## config.mk

```make
export PLATFORM = sky130hd
export DESIGN_NAME = ucsbece154b_fetch_queue
export DESIGN_NICKNAME = d
export VERILOG_FILES = /design/src/rtl/ucsbece154b_fetch_queue.sv
export SDC_FILE = /design/constraint.sdc
export NUM_CORES = 1
export LEC_CHECK = 0
export BUFFER_PORTS_ARGS = -buffer_cell sky130_fd_sc_hd__buf_2
export CAP_MARGIN = 20
export CELL_PAD_IN_SITES_DETAIL_PLACEMENT = 1
export CELL_PAD_IN_SITES_GLOBAL_PLACEMENT = 1
export CORE_MARGIN = 4
export CORE_UTILIZATION = 54
export CTS_CLUSTER_SIZE = 30
export DETAILED_ROUTE_END_ITERATION = 7
export PLACE_DENSITY = 0.95
export SLEW_MARGIN = 40
export SYNTH_ARGS = -nofsm -noshare
export SYNTH_HDL_FRONTEND = slang
export SYNTH_SLANG_ARGS = --single-unit
```

## constraint.sdc

```tcl
create_clock -name clk -period 9.5 [get_ports clk]
set_input_delay 0.95 -clock clk [delete_from_list [all_inputs] [get_ports clk]]
set_output_delay 0.95 -clock clk [all_outputs]
set_load 0.005 [all_outputs]
```

## src/rtl/ucsbece154b_fetch_queue.sv

```systemverilog
// Dual-issue fetch queue: buffers aligned {PC, PC+4} pairs from fetch and presents the two oldest entries to decode.
// Latency: a pair pushed at edge N appears on the slot outputs after edge N; slot reads are combinational from storage.
// Backpressure: fetch_ready_o drops when fewer than two entries are free; decode retires 0/1/2 entries via stall_i/issue2_i.
//
// Ports:
//   clk, reset          clock and synchronous active-high reset (same effect as flush)
//   fetch_*             pair input from fetch; fetch_ready_o = at least two free entries
//   slot1_* / slot2_*   head and head+1 entries; NOP (0x00000013) and PC 0 when not valid
//   stall_i, issue2_i   decode retire control: stall retires nothing, issue2_i retires two if available
//   flush_i             discard everything, including any same-cycle push and pop
//   count_o             current occupancy (PTR_W+1 bits)

module ucsbece154b_fetch_queue #(
    parameter int DEPTH = 8,
    parameter int PTR_W = $clog2(DEPTH)
) (
    input  logic             clk,
    input  logic             reset,
    input  logic             fetch_valid_i,
    input  logic [31:0]      fetch_pc_i,
    input  logic [31:0]      fetch_instr0_i,
    input  logic [31:0]      fetch_instr1_i,
    output logic             fetch_ready_o,
    output logic             slot1_valid_o,
    output logic [31:0]      slot1_instr_o,
    output logic [31:0]      slot1_pc_o,
    output logic             slot2_valid_o,
    output logic [31:0]      slot2_instr_o,
    output logic [31:0]      slot2_pc_o,
    input  logic             stall_i,
    input  logic             issue2_i,
    input  logic             flush_i,
    output logic [PTR_W:0]   count_o
);

    typedef struct packed {
        logic [31:0] pc;
        logic [31:0] instr;
    } entry_t;

    localparam logic [31:0]    NOP_INSTR = 32'h0000_0013;
    // Highest occupancy that still leaves room for a whole pair.
    localparam logic [PTR_W:0] READY_MAX = (PTR_W+1)'(DEPTH - 2);

    entry_t           mem [DEPTH];
    logic [PTR_W-1:0] headPtr;
    logic [PTR_W-1:0] tailPtr;
    logic [PTR_W-1:0] head1Ptr;
    logic [PTR_W-1:0] tail1Ptr;
    logic [PTR_W:0]   countQ;
    logic [PTR_W:0]   countNext;
    logic             push;
    logic [1:0]       popCnt;
    entry_t           headEntry;
    entry_t           head1Entry;

    // Status comes only from the registered count, so decode-side controls
    // never have a combinational path back to fetch_ready_o or the valids.
    assign slot1_valid_o = (countQ != '0);
    assign slot2_valid_o = (countQ >= (PTR_W+1)'(2));
    assign fetch_ready_o = (countQ <= READY_MAX);
    assign count_o       = countQ;

    assign push     = fetch_valid_i & fetch_ready_o & ~flush_i;
    assign head1Ptr = headPtr + PTR_W'(1);
    assign tail1Ptr = tailPtr + PTR_W'(1);

    // Retire count; issue2_i with a single valid entry still only retires one.
    always_comb begin
        popCnt = 2'd0;
        if (!stall_i && slot1_valid_o) begin
            popCnt = (issue2_i && slot2_valid_o) ? 2'd2 : 2'd1;
        end
    end

    // Cannot overflow: push only happens with count <= DEPTH-2.
    assign countNext = countQ
                     + (push ? (PTR_W+1)'(2) : (PTR_W+1)'(0))
                     - (PTR_W+1)'(popCnt);

    always_ff @(posedge clk) begin
        if (reset || flush_i) begin
            headPtr <= '0;
            tailPtr <= '0;
            countQ  <= '0;
        end else begin
            headPtr <= headPtr + PTR_W'(popCnt);
            if (push) begin
                tailPtr <= tailPtr + PTR_W'(2);
            end
            countQ <= countNext;
        end
    end

    // Storage is not reset; validity is tracked by count alone.
    always_ff @(posedge clk) begin
        if (push && !reset) begin
            mem[tailPtr]  <= '{pc: fetch_pc_i,             instr: fetch_instr0_i};
            mem[tail1Ptr] <= '{pc: fetch_pc_i + 32'd4,     instr: fetch_instr1_i};
        end
    end

    assign headEntry  = mem[headPtr];
    assign head1Entry = mem[head1Ptr];

    assign slot1_instr_o = slot1_valid_o ? headEntry.instr  : NOP_INSTR;
    assign slot1_pc_o    = slot1_valid_o ? headEntry.pc     : 32'd0;
    assign slot2_instr_o = slot2_valid_o ? head1Entry.instr : NOP_INSTR;
    assign slot2_pc_o    = slot2_valid_o ? head1Entry.pc    : 32'd0;

endmodule

```

==> out/qor.yml <==
die_area_sq_um: 49800
place_hpwl_microns: 45700
num-nets-final: 2043
synth_ff_type: "edfxtp_1"
yosys.cell_types.count: 44
synth_cells: 1746
crit_path_max_incr_delay_ns: 0.77
place_area_sq_um: 26700
antenna_found_initial: 10
fp.coreArea_sq_um: 45600
avgSynthCellArea_sq_um: 14.3
crit_buf_inv: 4
cpMaxStageDelayCell: "buf_4"
hold_violations: 0
grt_use_total_pct: 29.8
grt_use_met3_pct: 5.13
path_delay_family: "buffers and inverters"
worst-setup-path-type: "register to output port"
yosys.area.top_type: "edfxtp_1"
cts_hold_buffers: 0
viasPerCell: 6.71
grt_start_max_net_pins: 87
ys_seq_area_share_pct: 61.3
drt_pass1_iterations: 5
arrival_ns: 4.45
numPlacedInstances: 2471
setup_viol: 0
synth_seq_cells: 513
crit_top_cell: "buf_4"
slew_headroom_pct: 39.3
async_flop_share_pct: 0
routed_wl_microns: 76700
ant_nets: 0
slew_violations: 0
synth_edf_count: 504
cellLeakagePower_nw: 9.26
grt-busiest-layer: "met2"
synth.top_cell.area_share_pct: 60.5
holdWs_ns: 0.568
start_kind: "register"
hold_path.class: "input pin to register"
fin_area_sq_um: 28300
irDropWorstVdd_v: 0.000278
synthTopCellsByArea: "edfxtp_1 (61%), mux2_2 (11%), mux2i_1 (4.9%), nor2b_1 (3.1%), o22ai_1 (3.0%)"
cts_resized: 0
die_w_microns: 223
gr-usage-met2_pct: 51.4
syn_nets: 1862
r2r_slack_ns: 5.48
powerDensity_nw_per_um2: 236
fp.dieH_microns: 223
clk_latency_ns: 0.60
critical_path.cell_chain: "ha_4 -> buf_4 -> buf_4 -> buf_12 -> mux2_2 -> o22ai_1 -> nor3_1 -> buf_2"
cap_violations: 0
finalPower_mw: 6.70
place_congestion: 0.833
layout-drive-gt1-share_pct: 31.1
cts-buffers-inserted: 53
ctsLongestPathBuffers: 3
root_buffer: "clkbuf_16"
clock.fmax_mhz: 185
fin_skew_ns: 0.0166
rsz0062_at_grt: "false"
synth_area_sq_um: 25000
post_cts_buffers: 0
drtIter0Drc: 1805
cts_tree: "built"
setup_tns_ns: 0
io_pins: 237
status: "complete, no violations"
ys_warn_count: 0
initial_core_util_pct: 54.8
final_util_pct: 62.2
final_cell_mix: "edfxtp_1 (504), mux2_2 (236), buf_2 (236), mux2i_1 (122), nor2b_1 (121)"
remaining_drc_errors: 0
overflow: 0
layout_commonest_cell: "edfxtp_1"
worst_slew_pin_slew_ns: 0.911
cts.sinks: 513
cp.required_ns: 8.55
place_ws_ns: 4.72
end_kind: "output port"
finalCriticalPeriod_ns: 5.40
num_vias: 17281
grt_pass1_vias: 18421
setup_ws_ns: 4.10
syn_to_final_growth_pct: 13.4
rows: 78
path_clk_slew_ns: 0.06
fin_crit_sh_pct: 56.8
io_buffers: 236
htree_num_levels: 2
final_cell_count_no_fill: 2575
crit_fanout: 59
avgRoutedWirePerCell_microns: 29.8
grt_pass1_wl_microns: 114000
grt_use_met1_pct: 38.5
## cells by family (layout without fill, tap and decap cells)
kind of cell,Yosys count,after routing,synth area share [%]
DFF,513,513,61.3
and+or+nand+nor,357,357,8.10
buffers and inverters,156,374,3.04
muxes,368,368,16.4
adders and majority gates,14,14,0.731
other,0,11,0
AOI/OAI and AO/OA,303,303,9.16
xor gates and xnor gates,35,35,1.29
## power by group
group          internal (mW)  total [mW]  leakage, nW  switching [mW]
Combinational          0.847        2.12         3.86            1.28
Clock                   1.13        1.99        0.778           0.867
Sequential              2.54        2.59         4.63          0.0444
Total                   4.52        6.70         9.26            2.19
## worst paths after layout
kind	endpoint	start	depth (start not counted)
setup reg to reg	mem[4][51]	count_o[3]	6
setup / recovery	slot2_pc_o[8]	headPtr[1]	8
hold reg to reg	tailPtr[1]	tailPtr[1]	2
hold / removal	mem[2][24]	fetch_instr0_i[24]	1
## cells in the mapped netlist, drive strengths merged (9+ instances only)
| library cell | n |
|---|---|
| nor4 | 60 |
| mux2i | 122 |
| a2111oi | 59 |
| xor2 | 13 |
| mux4 | 10 |
| edfxtp | 504 |
| inv | 12 |
| a22o | 59 |
| buf | 77 |
| nand4 | 11 |
| a211oi | 60 |
| nor2b | 124 |
| nand2 | 40 |
| dfxtp | 9 |
| clkbuf | 67 |
| xnor2 | 22 |
| nor3 | 62 |
| mux2 | 236 |
| ha | 13 |
| o22ai | 118 |
| nor2 | 15 |
| nand3 | 20 |
## layout make-up
cell class / instances / area (sq um)
Fill cell: 4265 / 17200
Sequential cell: 513 / 15300
Multi-Input combinational cell: 1077 / 9010
Timing Repair Buffer: 270 / 1580
Clock buffer: 63 / 1360
Tap cell: 600 / 751
Clock inverter: 29 / 251
Inverter: 12 / 45.0
Antenna cell: 11 / 27.5
## metal layers
metal	vias to the layer above	routed length, microns
met1	8850	29600
li1	7373	-
met4	8	2020
met5	-	44
met3	148	6020
met2	902	39000
## registers in the layout, summed over array words and instances, names as in the netlist
name,cells
mem,504
count_o,4
headPtr,3
tailPtr,2
No activity file was read; power rests on OpenSTA's default activity.
